$ cat config.mk
export PLATFORM = sky130hd
export DESIGN_NAME = reset_release_seq
export DESIGN_NICKNAME = d
export VERILOG_FILES = /design/src/rtl/reset_seq_pkg.sv /design/src/rtl/reset_seq_timer.sv /design/src/rtl/reset_release_seq.sv
export SDC_FILE = /design/constraint.sdc
export NUM_CORES = 1
export LEC_CHECK = 0
export BUFFER_PORTS_ARGS = -buffer_cell sky130_fd_sc_hd__buf_2
export CORE_MARGIN = 4
export CORE_UTILIZATION = 61
export CTS_CLUSTER_DIAMETER = 40
export DETAILED_ROUTE_END_ITERATION = 12
export GPL_ROUTABILITY_DRIVEN = 0
export PLACE_DENSITY = 0.9
export SYNTH_ARGS = -nofsm -noshare
export SYNTH_HDL_FRONTEND = slang
export SYNTH_HIERARCHICAL = 1
export SYNTH_SLANG_ARGS = --single-unit
$ cat constraint.sdc
create_clock -name clk -period 4 [get_ports clk]
set_clock_uncertainty 0.05 [all_clocks]
set_input_delay 0.6 -clock clk [delete_from_list [all_inputs] [get_ports clk]]
set_output_delay 0.6 -clock clk [all_outputs]
set_load 0.01 [all_outputs]
$ cat src/rtl/reset_seq_pkg.sv
`default_nettype none
// ============================================================================
// Package : reset_seq_pkg
// Purpose : Shared types and helpers for the reset release sequencer.
//           Holds the sequencer state enum, a ceil-log2 helper and the
//           stage index width. The index width is sized for the largest
//           supported stage count, which also matches the 4-bit
//           fail_stage_o port.
// Revision: 1.0 - initial release
// ============================================================================
package reset_seq_pkg;

  typedef enum logic [2:0] {
    ST_ARM      = 3'd0,
    ST_HOLD     = 3'd1,
    ST_GAP      = 3'd2,
    ST_WAIT_RDY = 3'd3,
    ST_DONE     = 3'd4,
    ST_FAULT    = 3'd5
  } state_e;

  localparam int MAX_STAGES = 16;

  // Ceil-log2 with a floor of 1, so a single-entry range still gets one bit.
  function automatic int clog2(input int value);
    int r;
    r = 1;
    for (int i = 1; i < 31; i++) begin
      if ((1 << i) < value) r = i + 1;
    end
    return r;
  endfunction

  localparam int IDX_W = clog2(MAX_STAGES);

endpackage : reset_seq_pkg
`default_nettype wire

$ cat src/rtl/reset_seq_timer.sv
`default_nettype none
// ============================================================================
// Module  : reset_seq_timer
// Purpose : Clear/enable up-counter that saturates at all ones, with an
//           equality compare against a caller-supplied terminal value.
//           The sequencer shares one instance between its gap and its
//           ready-timeout intervals.
// Ports   : clk    - clock
//           rst_n  - asynchronous active-low reset
//           clr_i  - synchronous clear (wins over en_i)
//           en_i   - count enable
//           cmp_i  - terminal value
//           tc_o   - count equals cmp_i (combinational)
// Revision: 1.0 - initial release
// ============================================================================
module reset_seq_timer #(
  parameter int CNT_W = 32
) (
  input  logic             clk,
  input  logic             rst_n,
  input  logic             clr_i,
  input  logic             en_i,
  input  logic [CNT_W-1:0] cmp_i,
  output logic             tc_o
);

  logic [CNT_W-1:0] cnt_d;
  logic [CNT_W-1:0] cnt_q;

  always_comb begin
    cnt_d = cnt_q;
    if (clr_i) begin
      cnt_d = '0;
    end else if (en_i && (cnt_q != '1)) begin
      cnt_d = cnt_q + CNT_W'(1);
    end
  end

  always_ff @(posedge clk or negedge rst_n) begin
    if (!rst_n) begin
      cnt_q <= '0;
    end else begin
      cnt_q <= cnt_d;
    end
  end

  assign tc_o = (cnt_q == cmp_i);

endmodule : reset_seq_timer
`default_nettype wire

$ cat src/rtl/reset_release_seq.sv
`default_nettype none
// ============================================================================
// Module  : reset_release_seq
// Purpose : Consumer of the board reset pulse. After the generator's pulse
//           ends, releases NUM_STAGES downstream reset domains one at a time,
//           waiting GAP cycles before each release and for the released
//           stage's ready ack before moving on. A stage that stays not-ready
//           for TIMEOUT samples raises a sticky fault and re-asserts every
//           stage reset.
// Ports   : clk            - system clock
//           async_rst_n_i  - asynchronous active-low reset
//           rst_i          - synchronous active-high reset pulse
//           stage_rdy_i    - per-stage ready ack (level)
//           stage_rst_o    - per-stage active-high reset (registered)
//           sys_ready_o    - all stages released and acked
//           busy_o         - sequencing in progress
//           timeout_o      - sticky fault flag
//           fail_stage_o   - index of the stage that timed out
// Revision: 1.0 - initial release
// ============================================================================
module reset_release_seq
  import reset_seq_pkg::*;
#(
  parameter int NUM_STAGES = 4,
  parameter int GAP        = 8,
  parameter int TIMEOUT    = 1024,
  parameter int CNT_W      = 32
) (
  input  logic                  clk,
  input  logic                  async_rst_n_i,
  input  logic                  rst_i,
  input  logic [NUM_STAGES-1:0] stage_rdy_i,
  output logic [NUM_STAGES-1:0] stage_rst_o,
  output logic                  sys_ready_o,
  output logic                  busy_o,
  output logic                  timeout_o,
  output logic [3:0]            fail_stage_o
);

  localparam logic [CNT_W-1:0] c_gap_tc  = CNT_W'(GAP - 1);
  localparam logic [CNT_W-1:0] c_to_tc   = CNT_W'(TIMEOUT - 1);
  localparam logic [IDX_W-1:0] c_last_ix = IDX_W'(NUM_STAGES - 1);

  state_e                  state_d,      state_q;
  logic [IDX_W-1:0]        idx_d,        idx_q;
  logic [NUM_STAGES-1:0]   stage_rst_d,  stage_rst_q;
  logic                    sys_ready_d,  sys_ready_q;
  logic                    busy_d,       busy_q;
  logic                    timeout_d,    timeout_q;
  logic [3:0]              fail_stage_d, fail_stage_q;

  logic                    tmr_clr;
  logic                    tmr_en;
  logic [CNT_W-1:0]        tmr_cmp;
  logic                    tmr_tc;
  logic                    cur_rdy;
  logic [NUM_STAGES-1:0]   cur_mask;

  reset_seq_timer #(
    .CNT_W (CNT_W)
  ) u_timer (
    .clk   (clk),
    .rst_n (async_rst_n_i),
    .clr_i (tmr_clr),
    .en_i  (tmr_en),
    .cmp_i (tmr_cmp),
    .tc_o  (tmr_tc)
  );

  always_comb begin
    state_d      = state_q;
    idx_d        = idx_q;
    stage_rst_d  = stage_rst_q;
    sys_ready_d  = sys_ready_q;
    timeout_d    = timeout_q;
    fail_stage_d = fail_stage_q;
    // The timer is held cleared unless a state explicitly lets it count.
    tmr_clr      = 1'b1;
    tmr_en       = 1'b0;
    tmr_cmp      = c_gap_tc;

    // Only the current stage's ack is visible; all other rdy bits are dropped.
    cur_rdy  = 1'b0;
    cur_mask = '0;
    for (int i = 0; i < NUM_STAGES; i++) begin
      if (idx_q == IDX_W'(i)) begin
        cur_rdy     = stage_rdy_i[i];
        cur_mask[i] = 1'b1;
      end
    end

    if (rst_i && (state_q != ST_ARM)) begin
      // A new reset pulse overrides everything, including a pending ack or
      // a terminal count on this very edge.
      state_d      = ST_HOLD;
      idx_d        = '0;
      stage_rst_d  = '1;
      sys_ready_d  = 1'b0;
      timeout_d    = 1'b0;
      fail_stage_d = '0;
    end else begin
      case (state_q)
        ST_ARM: begin
          if (rst_i) state_d = ST_HOLD;
        end
        ST_HOLD: begin
          state_d = ST_GAP;
          idx_d   = '0;
        end
        ST_GAP: begin
          if (tmr_tc) begin
            stage_rst_d = stage_rst_q & ~cur_mask;
            state_d     = ST_WAIT_RDY;
          end else begin
            tmr_clr = 1'b0;
            tmr_en  = 1'b1;
          end
        end
        ST_WAIT_RDY: begin
          tmr_cmp = c_to_tc;
          if (cur_rdy) begin
            if (idx_q == c_last_ix) begin
              state_d     = ST_DONE;
              sys_ready_d = 1'b1;
            end else begin
              idx_d   = idx_q + IDX_W'(1);
              state_d = ST_GAP;
            end
          end else if (tmr_tc) begin
            // This edge takes the TIMEOUT-th consecutive low sample.
            state_d      = ST_FAULT;
            timeout_d    = 1'b1;
            fail_stage_d = 4'(idx_q);
            stage_rst_d  = '1;
          end else begin
            tmr_clr = 1'b0;
            tmr_en  = 1'b1;
          end
        end
        default: begin
          // DONE and FAULT hold until a reset pulse.
        end
      endcase
    end

    busy_d = (state_d == ST_GAP) || (state_d == ST_WAIT_RDY);
  end

  always_ff @(posedge clk or negedge async_rst_n_i) begin
    if (!async_rst_n_i) begin
      state_q      <= ST_ARM;
      idx_q        <= '0;
      stage_rst_q  <= '1;
      sys_ready_q  <= 1'b0;
      busy_q       <= 1'b0;
      timeout_q    <= 1'b0;
      fail_stage_q <= '0;
    end else begin
      state_q      <= state_d;
      idx_q        <= idx_d;
      stage_rst_q  <= stage_rst_d;
      sys_ready_q  <= sys_ready_d;
      busy_q       <= busy_d;
      timeout_q    <= timeout_d;
      fail_stage_q <= fail_stage_d;
    end
  end

  assign stage_rst_o  = stage_rst_q;
  assign sys_ready_o  = sys_ready_q;
  assign busy_o       = busy_q;
  assign timeout_o    = timeout_q;
  assign fail_stage_o = fail_stage_q;

endmodule : reset_release_seq
`default_nettype wire

Word-level counts from Yosys, hierarchy flattened. Index checks and enable logic that the tools add are counted.

Add/sub/neg operators: 2. Divide/modulo/power cells: 0. $mul: 0. Shifts and indexed selects: 0. Order comparisons: 0. Bitwise logic cells: 2. Multiplexer cells: 48. Equal/unequal tests: 16. Reduce and logical (&&, ||, !) cells: 17.

Operators with widths (count): $mux 32 (2); $mux 4 (11); $add 32x1->32 const B (1); $eq 32x10->1 (1); $ne 32x32->1 const B (1); $mux 1 (22); $mux 10 (2); $mux 3 (6); $pmux 4 s2 (2); $ne 3x3->1 const B (5); $eq 3x2->1 const B (4); $pmux 3 s4 (1); $reduce_bool 2->1 (5); $reduce_and 3->1 (3); $reduce_bool 3->1 (3); $eq 4x2->1 const B (2); $add 4x1->4 const B (1); $and 4x4->4 (1); $eq 4x1->1 const B (1); $logic_not 4->1 (1); $not 4->4 (1); $pmux 1 s2 (2); $reduce_and 4->1 (1); $eq 3x1->1 const B (1); other kinds (4) (5).

Bits in writable memories: 0. Bits in read-only memories: 0. Register bits after elaboration: 50. Input bits: 7. Output and inout port bits: 11. Word-level logic and storage cells: 93. Bits in latches: 0. Memories: 0.

Depth between registers and ports, before layout.
Depth after elaboration: 11. Depth in mapped cells: 15. Depth with buffers taken out: 13.

Cells and area by module. The synthesis kept the hierarchy.

By module, submodules not included: reset_seq_timer (instances 1, area each 2164.6 um^2, seq. area each 800.8 um^2, cells an instance 239); reset_release_seq (instances 1, area each 1126.1 um^2, seq. area each 455.4 um^2, cells an instance 113).

Worst setup path after synthesis. No wires, ideal clock.

Kind: input port to flip-flop. Start point: input rst_i. End point: register u_timer.cnt_q[14]. Buffers on the path: 2. Setup time: 132 ps. Path slack: 940 ps. Required time: 3818 ps. Cell stages on the path: 14. Arrival: 2879 ps. Cell sequence: buf_2 -> nand2b_4 -> inv_2 -> xor2_1 -> nor4_1 -> nand4_1 -> nor2_1 -> a211oi_1 -> nand2_1 -> or3_1 -> buf_2 -> a2111oi_2 -> xnor2_1 -> nor2_1.

Cells in the longest elaborated chain, start to end: 9. Elaborated cells on any way between the ends: 14. Classes of those cells: 1 x eq/ne; 10 x mux; 3 x reduce/logical.

RTL lines: start, declared (line reset_release_seq.sv:31) `input logic rst_i,`; $logic_and 1x1->1 * (line reset_release_seq.sv:92) `if (rst_i && (state_q != ST_ARM)) begin`; $mux 10 * (line reset_release_seq.sv:92); net tmr_cmp[3] (line reset_release_seq.sv:54) `logic [CNT_W-1:0] tmr_cmp;`; $eq 32x10->1 * (line reset_seq_timer.sv:47) `assign tc_o = (cnt_q == cmp_i);`; net tmr_tc (line reset_release_seq.sv:55) `logic tmr_tc;`; $mux 1 * (line reset_release_seq.sv:111, reset_release_seq.sv:129); $mux 1 (line reset_release_seq.sv:121) `if (cur_rdy) begin`; $pmux 1 s2 * (line reset_release_seq.sv:102) `case (state_q)`; $mux 1 * (line reset_release_seq.sv:92); net tmr_en (line reset_release_seq.sv:53) `logic tmr_en;`; $logic_and 1x1->1 * (line reset_seq_timer.sv:34) `end else if (en_i && (cnt_q != '1)) begin`; $reduce_bool 2->1 (no source line) *; end signal, assigned (line reset_seq_timer.sv:43) `cnt_q <= cnt_d;`; end, declared (line reset_seq_timer.sv:28) `logic [CNT_W-1:0] cnt_q;`.

Mark *: on every way through the listed nets, which the timed path passes. The rest lies on a longest branch. A chain may end at the register's enable or synchronous reset.

Final worst setup path.
Start point: register state_q[2]. End point: register u_timer.cnt_q[12].

Cells in the longest elaborated chain, start to end: 10. Elaborated cells on any way between the ends: 18. Classes of those cells: 3 x eq/ne; 11 x mux; 4 x reduce/logical.

RTL lines: start, declared (line reset_release_seq.sv:44) `state_e state_d, state_q;`; start signal, assigned (line reset_release_seq.sv:159) `state_q <= state_d;`; $eq 3x2->1 or $reduce_bool 3->1 (tied branches) (line reset_release_seq.sv:102, reset_release_seq.sv:92); $mux 10 or $logic_and 1x1->1 (tied branches) (line reset_release_seq.sv:102, reset_release_seq.sv:92); $mux 10 * (line reset_release_seq.sv:92); net tmr_cmp[3] (line reset_release_seq.sv:54); $eq 32x10->1 * (line reset_seq_timer.sv:47); net tmr_tc (line reset_release_seq.sv:55); $mux 1 * (line reset_release_seq.sv:111, reset_release_seq.sv:129); $mux 1 (line reset_release_seq.sv:121); $pmux 1 s2 * (line reset_release_seq.sv:102); $mux 1 * (line reset_release_seq.sv:92); net tmr_en (line reset_release_seq.sv:53); $logic_and 1x1->1 * (line reset_seq_timer.sv:34); $reduce_bool 2->1 (no source line) *.

Marks and branches as above.

==> metrics.yaml <==
postCtsSetupRepairBufs: 0
synth_seq_area_share: 0.382
number_of_storage_elements_in_the_synthesis_netlist: 50
number_of_buffers_inserted_by_port_buffering: 17
post_drt_via_cell_ratio: 6.26
slew_violations: 0
areaGrowthSynthToFinish_pct: 8.37
timing.max_slew.rel_slack: 0.368
grt.total_usage: 0.239
run_status: "complete, no violations"
min_path_type: "input port to asynchronous set/reset pin"
worstPathArrival_ns: 3.74
cts_max_path_buffers: 2
wire_per_inst_um: 16.5
ant_nets: 0
worstSetupStartpointType: "register"
ctsRootBufferMaster: "clkbuf_8"
grt_overflow: 0
grt_pass1_wl_um: 12300
power.static_leakage_uw: 0.00149
h-tree-depth: 2
cts_made_buffers: 5
clock_sink_count: 50
clock.fmax_mhz: 276
setup_total_negative_slack_ns: 0
fp.dieH_um: 81.4
final_layout_size_suffix_gt1_frac: 0.138
endpoint_kind: "register"
synth_top_cell_area_share: 0.350
worst-endpoint-required_ns: 4.12
synth.yosys.warnings: 6
post_synthesis_area_per_instance_um2: 9.35
post-dp-hpwl_um: 5290
synth_enable_flop_cells: 0
synth_largest_area_cell: "dfrtp_1"
crit_buf_inv: 1
worstPathCellList: "and3b_4, nand2b_4, inv_2, xor2_1, nor4_1, nand4_1, nor2_1, a211oi_1, nand2_1, or3_1, a2111oi_0, xnor2_1, nor2_1"
critPathTopFamily: "simple AND/OR/NAND/NOR gates"
postSynth.topFlopCell: "dfrtp_1"
post-route-util: 0.689
totalWireLength_um: 7480
grt_setup_unrepaired: "false"
synth.cells.most_frequent: "46 x dfrtp_1, 33 x xor2_1, 28 x nor2_1, 24 x nand3_1, 23 x a21oi_1"
n_fill_cell: 381
detail_route.first_pass.iterations: 6
synth.area.top_cells: "dfrtp_1 35%, xor2_1 8.8%, nand3_1 3.7%"
timing.critical_path.slowest_stage_cell: "a2111oi_0"
die_area_um2: 6630
worst-setup-path-type: "register to register"
crit_path_frequent_cell: "nor2_1"
antenna_cells: 0
path_clk_slew_ns: 0.09
via_count: 2844
detailedRoute.firstIterationViolations: 256
post-route-drc-count: 0
ys_types: 59
grt_max_degree: 51
final.min_clock_period_ns: 3.62
synth_cells: 352
die_w_um: 81.4
initial_standard_cell_utilization_of_the_core: 0.636
worst-path-max-fanout: 12
timing.final.crit_share: 0.905
first_global_vias: 2712
syn_area_um2: 3290
powerDensity_nw_per_um2: 277
max_slew.worst_pin.slew_ns: 0.948
grt_antenna_before_repair: 0
report.final.hold_viol_count: 0
finalSetupViolations: 0
asyncSetResetFlopFracSynth: 1.00
max-vdd-ir-drop_mv: 0.160
coreArea_um2: 5170
post_cts.resized_instances: 0
cts-hold-fix-buffers: 0
nets: 395
clock_insertion_delay_worst_skew_ns: 0.30
yosys.cell_count.top_type: "dfrtp_1"
tritoncts: "built"
max_cap_violations: 0
num_io_pins: 18
slowest_delay_ns: 0.57
placement_rows: 26
## final timing paths
kind	startpoint	depth (start not counted)	end	slack (ns)
setup / recovery	state_q[2]	13	u_timer/cnt_q[12]	0.38
hold / removal	async_rst_n_i	2	idx_q[3]	0.34
setup reg to reg	state_q[2]	13	u_timer/cnt_q[12]	0.38
hold reg to reg	sys_ready_o	2	sys_ready_o	0.45
max in group asynchronous	async_rst_n_i	2	u_timer/cnt_q[18]	3.13
min in group clk	sys_ready_o	2	sys_ready_o	0.45
## metal layers
metal  vias up  part of all wire  global-route usage
met2       130              0.51               0.431
met3        19             0.060              0.0362
met1      1361              0.41               0.290
li1       1334                 -                   -
met4         0             0.021              0.0760
met5         -                 0                   0
## through the flow
stage,std cells,cell area (um^2),power (uW),hold WS (ns),worst slack (ns)
2_1_floorplan,375,3380,611,0.254,0.940
3_3_place_gp,446,3460,638,0.430,0.563
3_5_place_dp,446,3460,641,0.436,0.433
4_1_cts,454,3570,993,0.361,0.423
5_1_grt,454,3570,1030,0.402,0.0895
6_report,454,3570,989,0.343,0.381
## flip-flops by register name (all words and copies together) (netlist names)
| name | cells |
|---|---|
| stage_rst_o | 4 |
| busy_o | 1 |
| state_q | 3 |
| timeout_o | 1 |
| idx_q | 4 |
| u_timer/cnt_q | 32 |
| fail_stage_o | 4 |
| sys_ready_o | 1 |
## worst register-to-register path: stages, from the launching register on
cell and delay, ns:
dfrtp_1 0.49, and3b_4 0.39, nand2b_4 0.08, inv_2 0.20, xor2_1 0.19, nor4_1 0.08
nand4_1 0.10, nor2_1 0.11, a211oi_1 0.35, nand2_1 0.14, or3_1 0.51, a2111oi_0 0.58
xnor2_1 0.18, nor2_1 0.05
## power breakdown
group          total [uW]  internal (uW)  switching [uW]  leakage [uW]
logic                 114           37.9            75.7      0.000762
registers             520            513            7.41      0.000679
clock network         355            187             168     0.0000514
total                 989            737             251       0.00149
## logic make-up (layout without fill, tap and decap cells)
logic type | after synthesis | in the layout | share of synthesized area
simple gates | 139 | 139 | 0.238
compound gates | 77 | 77 | 0.175
flops | 50 | 50 | 0.382
xor+xnor | 45 | 45 | 0.120
buf+inv | 29 | 38 | 0.0479
fa+ha+maj | 5 | 5 | 0.0190
mux | 5 | 5 | 0.0163
other cells | 2 | 25 | 0.00228
## cell usage in the layout (no fill, tap or decap), types with 3 or more instances in the layout
cell / n
a2111oi_2: 3
a21oi_1: 23
a31oi_1: 3
and3_1: 5
and4_1: 3
buf_2: 17
buf_4: 4
clkbuf_8: 5
conb_1: 25
dfrtp_1: 46
dfstp_2: 4
ha_1: 5
inv_1: 8
mux2_2: 3
nand2_1: 16
nand3_1: 24
nand4_1: 10
nor2_1: 28
nor2b_1: 5
nor3_1: 7
nor4_1: 14
o211ai_1: 4
o21a_1: 3
o21ai_0: 10
o31ai_1: 9
o32a_1: 4
or3_1: 5
or4_1: 9
xnor2_1: 12
xor2_1: 33
## area by class of cell
type / count / area (um^2) / share of cell area
Timing Repair Buffer: 21 / 115 / 0.0323
Tap cell: 70 / 87.6 / 0.0246
Clock buffer: 6 / 72.6 / 0.0204
Multi-Input combinational cell: 296 / 1960 / 0.551
Clock inverter: 2 / 37.5 / 0.0105
Inverter: 9 / 33.8 / 0.00947
Sequential cell: 50 / 1260 / 0.352
(Power assumes the default switching activity.)
